`src/rtl/dm_sba_if.sv`:
```
// System-bus req/gnt/rvalid handshake between the SBA master and the SoC interconnect.
interface dm_sba_if #(
  parameter int BUS_AW = 32,
  parameter int BUS_DW = 32
);
  logic                req;
  logic                we;
  logic [BUS_AW-1:0]   addr;
  logic [BUS_DW-1:0]   wdata;
  logic [BUS_DW/8-1:0] be;
  logic                gnt;
  logic                rvalid;
  logic [BUS_DW-1:0]   rdata;
  logic                err;

  modport master (output req, we, addr, wdata, be, input gnt, rvalid, rdata, err);
  modport slave  (input req, we, addr, wdata, be, output gnt, rvalid, rdata, err);
endinterface

```
`src/rtl/dm_sba_master.sv`:
```
// Debug-module System Bus Access: SBCS/SBADDRESS/SBDATA register front-end plus bus master FSM.
// Optional watchdog on stuck bus accesses enabled by defining SBA_TIMEOUT_EN.
module dm_sba_master #(
  parameter int BUS_AW      = 32,
  parameter int BUS_DW      = 32,
  parameter int TIMEOUT_CYC = 255
) (
  input  logic        clk_i,
  input  logic        rst_ni,
  input  logic        dmi_req_valid_i,
  input  logic [6:0]  dmi_req_addr_i,
  input  logic [1:0]  dmi_req_op_i,
  input  logic [31:0] dmi_req_data_i,
  output logic        dmi_resp_valid_o,
  output logic [31:0] dmi_resp_data_o,
  dm_sba_if.master    sb
);
  localparam int         NB     = BUS_DW / 8;
  localparam int         OFFW   = $clog2(NB);
  localparam bit         HAS_A1 = (BUS_AW > 32);
  localparam bit         HAS_D1 = (BUS_DW == 64);
  localparam logic [2:0] MAXACC = HAS_D1 ? 3'd3 : 3'd2;

  typedef enum logic [1:0] {IDLE, REQ, WAIT} state_e;
  state_e state_q, state_d;

  logic [BUS_AW-1:0] sbaddr_q, sbaddr_d;
  logic [BUS_DW-1:0] sbdata_q, sbdata_d;
  logic              busyerr_q, busyerr_d, rdonaddr_q, rdonaddr_d;
  logic              autoinc_q, autoinc_d, rdondata_q, rdondata_d;
  logic [2:0]        access_q, access_d, sberror_q, sberror_d;
  logic              acc_we_q, acc_we_d;
  logic [2:0]        acc_sz_q, acc_sz_d;
  logic              resp_valid_q;
  logic [31:0]       resp_data_q, resp_data_d;

  logic              busy, wr, rd, noerr, trig, trig_we, start, done, to_hit;
  logic [63:0]       addr64, data64;
  logic [31:0]       sbcs;
  logic [OFFW-1:0]   off;
  logic [OFFW+2:0]   sh;
  logic [15:0]       be16;
  logic [NB-1:0]     be_lane;
  logic [BUS_DW-1:0] bmask, rd_lane, wr_lane;

  assign busy   = (state_q != IDLE);
  assign wr     = dmi_req_valid_i && (dmi_req_op_i == 2'b10);
  assign rd     = dmi_req_valid_i && (dmi_req_op_i == 2'b01);
  assign noerr  = (sberror_q == 3'd0) && !busyerr_q;
  assign addr64 = 64'(sbaddr_q);
  assign data64 = 64'(sbdata_q);
  assign sbcs   = {3'd1, 6'd0, busyerr_q, busy, rdonaddr_q, access_q, autoinc_q, rdondata_q,
                   sberror_q, 7'(BUS_AW), 1'b0, HAS_D1, 3'b111};

  // Lane placement uses the size latched at trigger time, so SBCS edits mid-access are harmless.
  assign off     = sbaddr_q[OFFW-1:0];
  assign sh      = {off, 3'b000};
  assign be16    = ((16'd1 << (5'd1 << acc_sz_q)) - 16'd1) << off;
  assign be_lane = be16[NB-1:0];
  always_comb begin
    bmask = '0;
    for (int i = 0; i < NB; i++) bmask[i*8 +: 8] = {8{be_lane[i]}};
  end
  assign rd_lane = (sb.rdata & bmask) >> sh;
  assign wr_lane = sbdata_q << sh;

  assign done = ((state_q == WAIT) && sb.rvalid) || ((state_q == REQ) && sb.gnt && sb.rvalid);

`ifdef SBA_TIMEOUT_EN
  logic [31:0] to_cnt_q;
  assign to_hit = busy && !done && (to_cnt_q == 32'(TIMEOUT_CYC - 1));
  always_ff @(posedge clk_i or negedge rst_ni) begin
    if (!rst_ni)                    to_cnt_q <= '0;
    else if (busy && !done && !to_hit) to_cnt_q <= to_cnt_q + 32'd1;
    else                            to_cnt_q <= '0;
  end
`else
  assign to_hit = 1'b0;
`endif

  // Register decode, trigger pre-checks and access completion.
  always_comb begin
    sbaddr_d    = sbaddr_q;
    sbdata_d    = sbdata_q;
    busyerr_d   = busyerr_q;
    rdonaddr_d  = rdonaddr_q;
    autoinc_d   = autoinc_q;
    rdondata_d  = rdondata_q;
    access_d    = access_q;
    sberror_d   = sberror_q;
    acc_we_d    = acc_we_q;
    acc_sz_d    = acc_sz_q;
    resp_data_d = '0;
    trig        = 1'b0;
    trig_we     = 1'b0;
    start       = 1'b0;

    if (rd) begin
      case (dmi_req_addr_i)
        7'h38:   resp_data_d = sbcs;
        7'h39:   resp_data_d = addr64[31:0];
        7'h3A:   resp_data_d = HAS_A1 ? addr64[63:32] : 32'd0;
        7'h3C:   resp_data_d = data64[31:0];
        7'h3D:   resp_data_d = HAS_D1 ? data64[63:32] : 32'd0;
        default: resp_data_d = '0;
      endcase
      if ((dmi_req_addr_i == 7'h3C) || (HAS_D1 && dmi_req_addr_i == 7'h3D)) begin
        if (busy) busyerr_d = 1'b1;
        else if (dmi_req_addr_i == 7'h3C && rdondata_q && noerr) trig = 1'b1;
      end
    end

    if (wr) begin
      case (dmi_req_addr_i)
        7'h38: begin
          busyerr_d  = busyerr_q & ~dmi_req_data_i[22];
          rdonaddr_d = dmi_req_data_i[20];
          access_d   = dmi_req_data_i[19:17];
          autoinc_d  = dmi_req_data_i[16];
          rdondata_d = dmi_req_data_i[15];
          sberror_d  = sberror_q & ~dmi_req_data_i[14:12];
        end
        7'h39: begin
          if (busy) busyerr_d = 1'b1;
          else begin
            sbaddr_d = BUS_AW'({addr64[63:32], dmi_req_data_i});
            trig     = rdonaddr_q && noerr;
          end
        end
        7'h3A: if (HAS_A1) begin
          if (busy) busyerr_d = 1'b1;
          else      sbaddr_d  = BUS_AW'({dmi_req_data_i, addr64[31:0]});
        end
        7'h3C: begin
          if (busy) busyerr_d = 1'b1;
          else begin
            sbdata_d = BUS_DW'({data64[63:32], dmi_req_data_i});
            trig     = noerr;
            trig_we  = 1'b1;
          end
        end
        7'h3D: if (HAS_D1) begin
          if (busy) busyerr_d = 1'b1;
          else      sbdata_d  = BUS_DW'({dmi_req_data_i, data64[31:0]});
        end
        default: ;
      endcase
    end

    if (trig) begin
      if (access_q > MAXACC)                                        sberror_d = 3'd4;
      else if (|(sbaddr_d[2:0] & (3'(1 << access_q) - 3'd1)))       sberror_d = 3'd3;
      else begin
        start    = 1'b1;
        acc_we_d = trig_we;
        acc_sz_d = access_q;
      end
    end

    if (done) begin
      if (sb.err) sberror_d = 3'd2;
      else begin
        if (!acc_we_q) sbdata_d = rd_lane;
        if (autoinc_q) sbaddr_d = sbaddr_q + (BUS_AW'(1) << acc_sz_q);
      end
    end
    if (to_hit) sberror_d = 3'd1;
  end

  always_comb begin
    state_d = state_q;
    case (state_q)
      IDLE:    if (start) state_d = REQ;
      REQ:     if (sb.gnt) state_d = sb.rvalid ? IDLE : WAIT;
      WAIT:    if (sb.rvalid) state_d = IDLE;
      default: state_d = IDLE;
    endcase
    if (to_hit) state_d = IDLE;
  end

  always_comb begin
    sb.req   = 1'b0;
    sb.we    = 1'b0;
    sb.addr  = '0;
    sb.wdata = '0;
    sb.be    = '0;
    if (state_q == REQ) begin
      sb.req   = 1'b1;
      sb.we    = acc_we_q;
      sb.addr  = sbaddr_q;
      sb.wdata = acc_we_q ? wr_lane : '0;
      sb.be    = be_lane;
    end
  end

  assign dmi_resp_valid_o = resp_valid_q;
  assign dmi_resp_data_o  = resp_data_q;

  always_ff @(posedge clk_i or negedge rst_ni) begin
    if (!rst_ni) begin
      state_q      <= IDLE;
      sbaddr_q     <= '0;
      sbdata_q     <= '0;
      busyerr_q    <= 1'b0;
      rdonaddr_q   <= 1'b0;
      autoinc_q    <= 1'b0;
      rdondata_q   <= 1'b0;
      access_q     <= 3'd2;
      sberror_q    <= 3'd0;
      acc_we_q     <= 1'b0;
      acc_sz_q     <= 3'd0;
      resp_valid_q <= 1'b0;
      resp_data_q  <= '0;
    end else begin
      state_q      <= state_d;
      sbaddr_q     <= sbaddr_d;
      sbdata_q     <= sbdata_d;
      busyerr_q    <= busyerr_d;
      rdonaddr_q   <= rdonaddr_d;
      autoinc_q    <= autoinc_d;
      rdondata_q   <= rdondata_d;
      access_q     <= access_d;
      sberror_q    <= sberror_d;
      acc_we_q     <= acc_we_d;
      acc_sz_q     <= acc_sz_d;
      resp_valid_q <= dmi_req_valid_i;
      resp_data_q  <= resp_data_d;
    end
  end
endmodule
```
`src/flat_wrapper.sv`:
```
// flat-port wrapper written by rule: the top's interface ports become plain ports
module dm_sba_master_flat 
#(
  parameter int BUS_AW      = 32,
  parameter int BUS_DW      = 32,
  parameter int TIMEOUT_CYC = 255
)
  (clk_i, rst_ni, dmi_req_valid_i, dmi_req_addr_i, dmi_req_op_i, dmi_req_data_i, dmi_resp_valid_o, dmi_resp_data_o, sb_req, sb_we, sb_addr, sb_wdata, sb_be, sb_gnt, sb_rvalid, sb_rdata, sb_err);
  dm_sba_if #(.BUS_AW(BUS_AW), .BUS_DW(BUS_DW)) sb_i ();
  input  logic clk_i;
  input  logic rst_ni;
  input  logic dmi_req_valid_i;
  input  logic [6:0] dmi_req_addr_i;
  input  logic [1:0] dmi_req_op_i;
  input  logic [31:0] dmi_req_data_i;
  output logic dmi_resp_valid_o;
  output logic [31:0] dmi_resp_data_o;
  output wire logic [$bits(sb_i.req)-1:0] sb_req;
  output wire logic [$bits(sb_i.we)-1:0] sb_we;
  output wire logic [$bits(sb_i.addr)-1:0] sb_addr;
  output wire logic [$bits(sb_i.wdata)-1:0] sb_wdata;
  output wire logic [$bits(sb_i.be)-1:0] sb_be;
  input wire logic [$bits(sb_i.gnt)-1:0] sb_gnt;
  input wire logic [$bits(sb_i.rvalid)-1:0] sb_rvalid;
  input wire logic [$bits(sb_i.rdata)-1:0] sb_rdata;
  input wire logic [$bits(sb_i.err)-1:0] sb_err;
  assign sb_req = sb_i.req;
  assign sb_we = sb_i.we;
  assign sb_addr = sb_i.addr;
  assign sb_wdata = sb_i.wdata;
  assign sb_be = sb_i.be;
  assign sb_i.gnt = sb_gnt;
  assign sb_i.rvalid = sb_rvalid;
  assign sb_i.rdata = sb_rdata;
  assign sb_i.err = sb_err;
  dm_sba_master #(.BUS_AW(BUS_AW), .BUS_DW(BUS_DW), .TIMEOUT_CYC(TIMEOUT_CYC)) u_core (.clk_i(clk_i), .rst_ni(rst_ni), .dmi_req_valid_i(dmi_req_valid_i), .dmi_req_addr_i(dmi_req_addr_i), .dmi_req_op_i(dmi_req_op_i), .dmi_req_data_i(dmi_req_data_i), .dmi_resp_valid_o(dmi_resp_valid_o), .dmi_resp_data_o(dmi_resp_data_o), .sb(sb_i));
endmodule
```
`config.mk`:
```
export PLATFORM = sky130hd
export DESIGN_NAME = dm_sba_master_flat
export DESIGN_NICKNAME = d
export VERILOG_FILES = /design/src/rtl/dm_sba_if.sv /design/src/rtl/dm_sba_master.sv /design/src/flat_wrapper.sv
export SDC_FILE = /design/constraint.sdc
export NUM_CORES = 1
export LEC_CHECK = 0
export CAP_MARGIN = 10
export CORE_MARGIN = 3
export CORE_UTILIZATION = 51
export DETAILED_ROUTE_END_ITERATION = 8
export GPL_ROUTABILITY_DRIVEN = 0
export PLACE_DENSITY = 0.86
export SLEW_MARGIN = 20
export SYNTH_ARGS = -nofsm -noshare
export SYNTH_HDL_FRONTEND = slang
export SYNTH_SLANG_ARGS = --single-unit
```
`constraint.sdc`:
```
create_clock -name clk_i -period 3.27 [get_ports clk_i]
set_clock_uncertainty 0.05 [all_clocks]
set_input_delay 0.4905 -clock clk_i [delete_from_list [all_inputs] [get_ports clk_i]]
set_output_delay 0.4905 -clock clk_i [all_outputs]
set_load 0.1 [all_outputs]
```
Word-level counts from Yosys, hierarchy flattened
Index checks and enable logic that the tools add are counted.
- bits in registers: 113
- logic and storage cells: 113
- input bits: 79
- output and inout port bits: 103
- equality and inequality tests: 10
- mux-type cells: 52
- shift operators: 7
- reductions and logical operators: 19
- add/sub/neg operators: 3
- $lt $le $gt $ge: 1
- bitwise gates (word level): 8
- operators by type and width (cell ; count):
    32-bit 2-to-1 mux ; 16
    32-bit case mux with 3 select lines ; 1
    32-bit adder ; 1
    32-bit bitwise AND ; 1
    1-bit by 3-bit << shifter with 32-bit output, first input constant ; 1
    32-bit by 5-bit << shifter with 32-bit output ; 1
    32-bit by 5-bit right shift with 32-bit output ; 1
    7-bit by 6-bit == test with 1-bit output, second input constant ; 3
    3-bit 2-to-1 mux ; 7
    1-bit 2-to-1 mux ; 20
    1-bit by 5-bit << shifter with 16-bit output, first input constant ; 1
    16-bit by 2-bit << shifter with 4-bit output ; 1
    16-bit by 1-bit subtractor with 16-bit output, second input constant ; 1
    1-bit logical AND ; 9
    2-bit 2-to-1 mux ; 4
    3-bit bitwise AND ; 2
    2-bit case mux with 3 select lines ; 1
    3-bit AND reduction ; 2
    1-bit by 3-bit << shifter with 5-bit output, first input constant ; 1
    2-bit by 1-bit == test with 1-bit output, second input constant ; 2
    2-bit == test, second input constant ; 2
    4-bit 2-to-1 mux ; 1
    2-bit inequality test, second input constant ; 2
    1-bit case mux with 2 select lines ; 2
    other kinds (15) ; 17

Longest topological paths before layout
- word-level depth: 13
- gate-level depth with buffers: 11
- mapped depth without buffers: 10

Worst setup path before layout
OpenSTA, ideal clock, no wires.
- path type: reg-to-output
- start: register u_core.acc_sz_q[1]
- end: output port sb_be[1]
- buffers on the path: 1
- data required time: 2729 ps
- cell stages (with the launch flop): 6
- slack: -3038 ps
- data arrival time: 5768 ps
- cells stage by stage: dfrtp_1 -> clkbuf_1 -> nor3_1 -> inv_1 -> ha_1 -> a2111oi_0
- longest elaborated chain between the ends: 5
- ends and longest elaborated chain (item ; RTL line ; text):
    start: declaration ; dm_sba_master.sv:33 ; logic [2:0] acc_sz_q, acc_sz_d;
    start signal: assignment ; dm_sba_master.sv:225 ; acc_sz_q <= acc_sz_d;
    1-bit by 3-bit << shifter with 5-bit output ; dm_sba_master.sv:58 ; assign be16 = ((16'd1 << (5'd1 << acc_sz_q)) - 16'd1) << off;
    1-bit by 5-bit << shifter with 16-bit output ; dm_sba_master.sv:58 ;
    16-bit by 1-bit subtractor with 16-bit output ; dm_sba_master.sv:58 ;
    16-bit by 2-bit << shifter with 4-bit output ; dm_sba_master.sv:58 ;
    4-bit 2-to-1 mux ; dm_sba_master.sv:187 ; if (state_q == REQ) begin
    end: declaration ; flat_wrapper.sv:22 ; output wire logic [$bits(sb_i.be)-1:0] sb_be;
No other way between the ends.

Worst setup path in the final report
- start: register u_core.state_q[1]
- end: output port sb_wdata[6]
- longest elaborated chain between the ends: 2
- ends and longest elaborated chain (item ; RTL line ; text):
    start: declaration ; dm_sba_master.sv:25 ; state_e state_q, state_d;
    start signal: assignment ; dm_sba_master.sv:215 ; state_q <= state_d;
    2-bit by 1-bit == test with 1-bit output ; dm_sba_master.sv:187 ;
    32-bit 2-to-1 mux ; dm_sba_master.sv:187 ;
    end: declaration ; flat_wrapper.sv:21 ; output wire logic [$bits(sb_i.wdata)-1:0] sb_wdata;
No other way between the ends.

==> metrics.txt <==
result of the run=finished clean; worst hold-check path type=in2async; maximum cell stage delay along the critical path=0.41 ns; Critical Path, Cell by Cell=nand2b_1 > buf_4 > inv_2 > nand2_1 > inv_2 > nand2_1 > nor2_1 > and2_1 > buf_12; initial drt markers=1429; count of yosys warnings during synthesis=0; worst path arrival time=2.55 ns; die footprint=16010 µm²; via count of the routed design=8177; buffers inserted by post-CTS timing repair=0; top cells by area in the synthesized netlist=dfrtp_1 38%, mux2i_1 9.7%, nor2_1 6.1%; Ant. Diodes=0; synthesized-area fraction occupied by and/or/nand/nor cells=0.2185; number of buffer and inverter instances along the worst setup path=4; Slew Limit Fails=0; fraction of layout instances using a drive strength above 1=0.1839; number of fill cells=966; Net Switching=0.9127 mW; number of max-cap violations=0; detailed-routing iteration count for the pre-antenna-repair pass=7; top cell type's share of synthesized area=0.3783; critical path class=reg2out; areal power density over the cells=357.9 nW/µm²; boundary pin count=182; number of resized instances in the post-cts repair step=0; DIE HEIGHT=126.5 µm; primary flip-flop cell chosen by synthesis mapping=dfrtp_1; pin count of the biggest net entering global routing=71; library cell contributing the largest single delay on the critical path=dfrtp_1; count of nets left with antenna violations after detail routing=0; Clock Pin Slew Worst Setup and Hold Paths=0.05 ns; clock network fraction of total power=0.506; crit path to=sb_wdata[6]; layer with the highest usage=met2; unrepaired setup endpoints after global routing=false; synthesis-to-finish area growth=40.53%; distinct cell type count of the synthesized netlist=72; root buffer selected by CTS=clkbuf_16; portion of the post-synthesis area used by sequential elements=0.3818; Num Clock Sinks=113; min cycle time layout=3.095 ns; WP data required=2.73 ns; H-tree depth reported by CTS=4; Finish-stage setup viols=0; r2r worst-path depth=10; Gate power share=0.095; maximum fanout along the worst path=12; core region area=14040 µm²; mean post-synth cell area=8.687 µm²; mux share of post-synthesis cell area=0.1226; total congestion overflow=0; start of the worst register-to-register path=u_core.acc_sz_q[1]; Pwr Total=3.726 mW; DP Wirelength=20.95 mm; Global Route met2 Usage=0.5473; post-synthesis adder-cell area fraction=0.01959; number of enable-type register cells in the synthesized netlist=0; count of input and output buffers=181; leading cell types by count after synthesis=121 x nor2_1, 112 x dfrtp_1, 72 x mux2i_1; Critical Path End Type=primary output; switching power share of the total=0.2449; worst setup slack for register-to-register paths=0.25 ns; most common cell in the netlist=nor2_1; vias in the first global route=7953; highest ir drop seen on vdd=0.3848 mV; post-DR wirelength/cell=23.98 µm; wire length reported by the detailed router=29.08 mm; dominant combinational cell family by area after synthesis=simple AND/OR/NAND/NOR gates; final critical-path share of the clock period=0.9465; DRC=0; headroom to the max-slew limit=0.3351; slew at the pin with the worst max-slew slack=0.9943 ns; Clk Latency, worst-skew pair=0.42 ns; Final #Nets=1111; Levels on crit path=9; Static Leakage=4.296 nW; area fraction in compound gates after synthesis=0.2053; Synth Net Count=943; smallest setup slack after layout=0.1751 ns; Hold Vio Cnt, Final=0; routed via count divided by cell count=6.741; endpoint of the most critical register-to-register path=u_core.sbaddr_q[18]; post-cts hold buffer count=0; crit-path leading delay family=simple AND/OR/NAND/NOR gates; share of synthesized registers carrying an async set or reset=1.000; first-pass GRT wire length=44.30 mm; share of total power in sequential cells=0.400; met1 Track Usage GR=0.4436; die boundary width=126.5 µm; internal cell power=2.814 mW; TritonCTS clock tree=yes; initial antenna violation count=1; met3 routing resource usage after global routing=0.09095; starting density of the core=0.5277; worst setup path startpoint=u_core.state_q[1]; library cell occupying the most area in the post-synthesis netlist=dfrtp_1; post-synthesis xor/xnor area fraction=0.007092; pre-CTS setup slack=0.2355 ns; Post-Syn Instances=853; Max Clk Rate=323.1 MHz; synthesized flop and latch total=113; combined area of all synthesized cells=7410 µm²; total routing resource utilization after global routing=0.3550; kind of start point of the critical path=flop; Cell Rows=43; TritonCTS buffer count=17; maximum root-to-sink buffer count=2
==> power groups by stage <==
| stage | combinational [mW] | sequential (mW) | clock [mW] |
|---|---|---|---|
| CTS | 0.344 | 1.48 | 1.88 |
| finish | 0.353 | 1.49 | 1.88 |
| detailed placement | 0.340 | 1.51 | 0 |
| floorplan | 0.145 | 1.49 | 0 |
| global placement | 0.334 | 1.50 | 0 |
| global route | 0.372 | 1.49 | 1.93 |
==> cell families (layout without fill, tap and decap cells) <==
group,Yosys count,after routing
buffers and inverters,81,261
multiplexers,88,88
adder cells (fa/ha/maj),11,11
AND/OR/NAND/NOR,325,325
flip-flops,113,113
XOR/XNOR,6,6
AO/OA/AOI/OAI,229,229
==> worst min-delay path by stage <==
stage                            from                    endpoint  slack (ns)
floorplan                      rst_ni          u_core.acc_sz_q[0]        0.14
global placement    u_core.state_q[1]           u_core.state_q[0]        0.43
detailed placement  u_core.state_q[1]           u_core.state_q[0]        0.43
CTS                            rst_ni          u_core.sbaddr_q[4]        0.18
global route                   rst_ni  u_core.dmi_resp_data_o[17]        0.23
finish                         rst_ni          u_core.sbaddr_q[4]        0.15
==> layer usage <==
metal,share of wire,up-vias
li1,-,3427
met1,0.35,3833
met2,0.45,723
met3,0.12,192
met4,0.081,2
met5,0.00055,-
==> cells in the final DEF, fill, tap and decap left out, types with 16 or more instances in the layout <==
master,synthesis,layout
clkbuf_16,0,17
mux2i_1,72,72
nor2_1,121,114
nand2_1,65,65
a21oi_1,63,63
buf_4,0,74
clkdlybuf4s50_1,0,97
and2_1,36,36
o22ai_1,17,17
a22oi_1,27,27
buf_12,0,40
o21ai_1,26,26
dfrtp_1,112,111
inv_1,16,16
==> worst reg2reg max path, delay by kind of cell (launching register included) <==
kind                     cells  cell delay (ns)
AO/OA/AOI/OAI                3             0.72
adder cells (fa/ha/maj)      2             0.63
flip-flops                   1             0.47
AND/OR/NAND/NOR              4             1.02
buffers and inverters        1             0.07
==> sequential cells by signal (all words and copies together), names as in the netlist <==
name,cells
u_core.rdonaddr_q,1
u_core.sberror_q,3
u_core.sbdata_q,32
u_core.dmi_resp_data_o,32
u_core.acc_sz_q,3
u_core.state_q,2
u_core.access_q,3
u_core.sbaddr_q,32
u_core.rdondata_q,1
u_core.acc_we_q,1
u_core.autoinc_q,1
u_core.dmi_resp_valid_o,1
u_core.busyerr_q,1
==> stage by stage <==
step | setup TNS [ns] | hold WS [ns] | util | area, µm² | cells
after global routing | 0 | 0.2292 | 0.7415 | 10410 | 1213
final | 0 | 0.1490 | 0.7415 | 10410 | 1213
after detailed placement | 0 | 0.4349 | 0.6977 | 9797 | 1182
after floorplan | -4.521 | 0.1449 | - | 7502 | 853
after global placement | 0 | 0.4287 | 0.6977 | 9797 | 1182
after CTS | 0 | 0.1813 | 0.7400 | 10390 | 1213
==> layout make-up <==
cell class	count	area, µm²	share of cell area
timing repair buffer	211	2327	0.2235
multi-input combinational	659	4364	0.4191
clock buffer	20	456.7	0.04386
tap	180	225.2	0.02163
inverter	19	71.32	0.006849
sequential	113	2830	0.2718
clock inverter	11	137.6	0.01322
No activity file was read; power rests on OpenSTA's default activity.
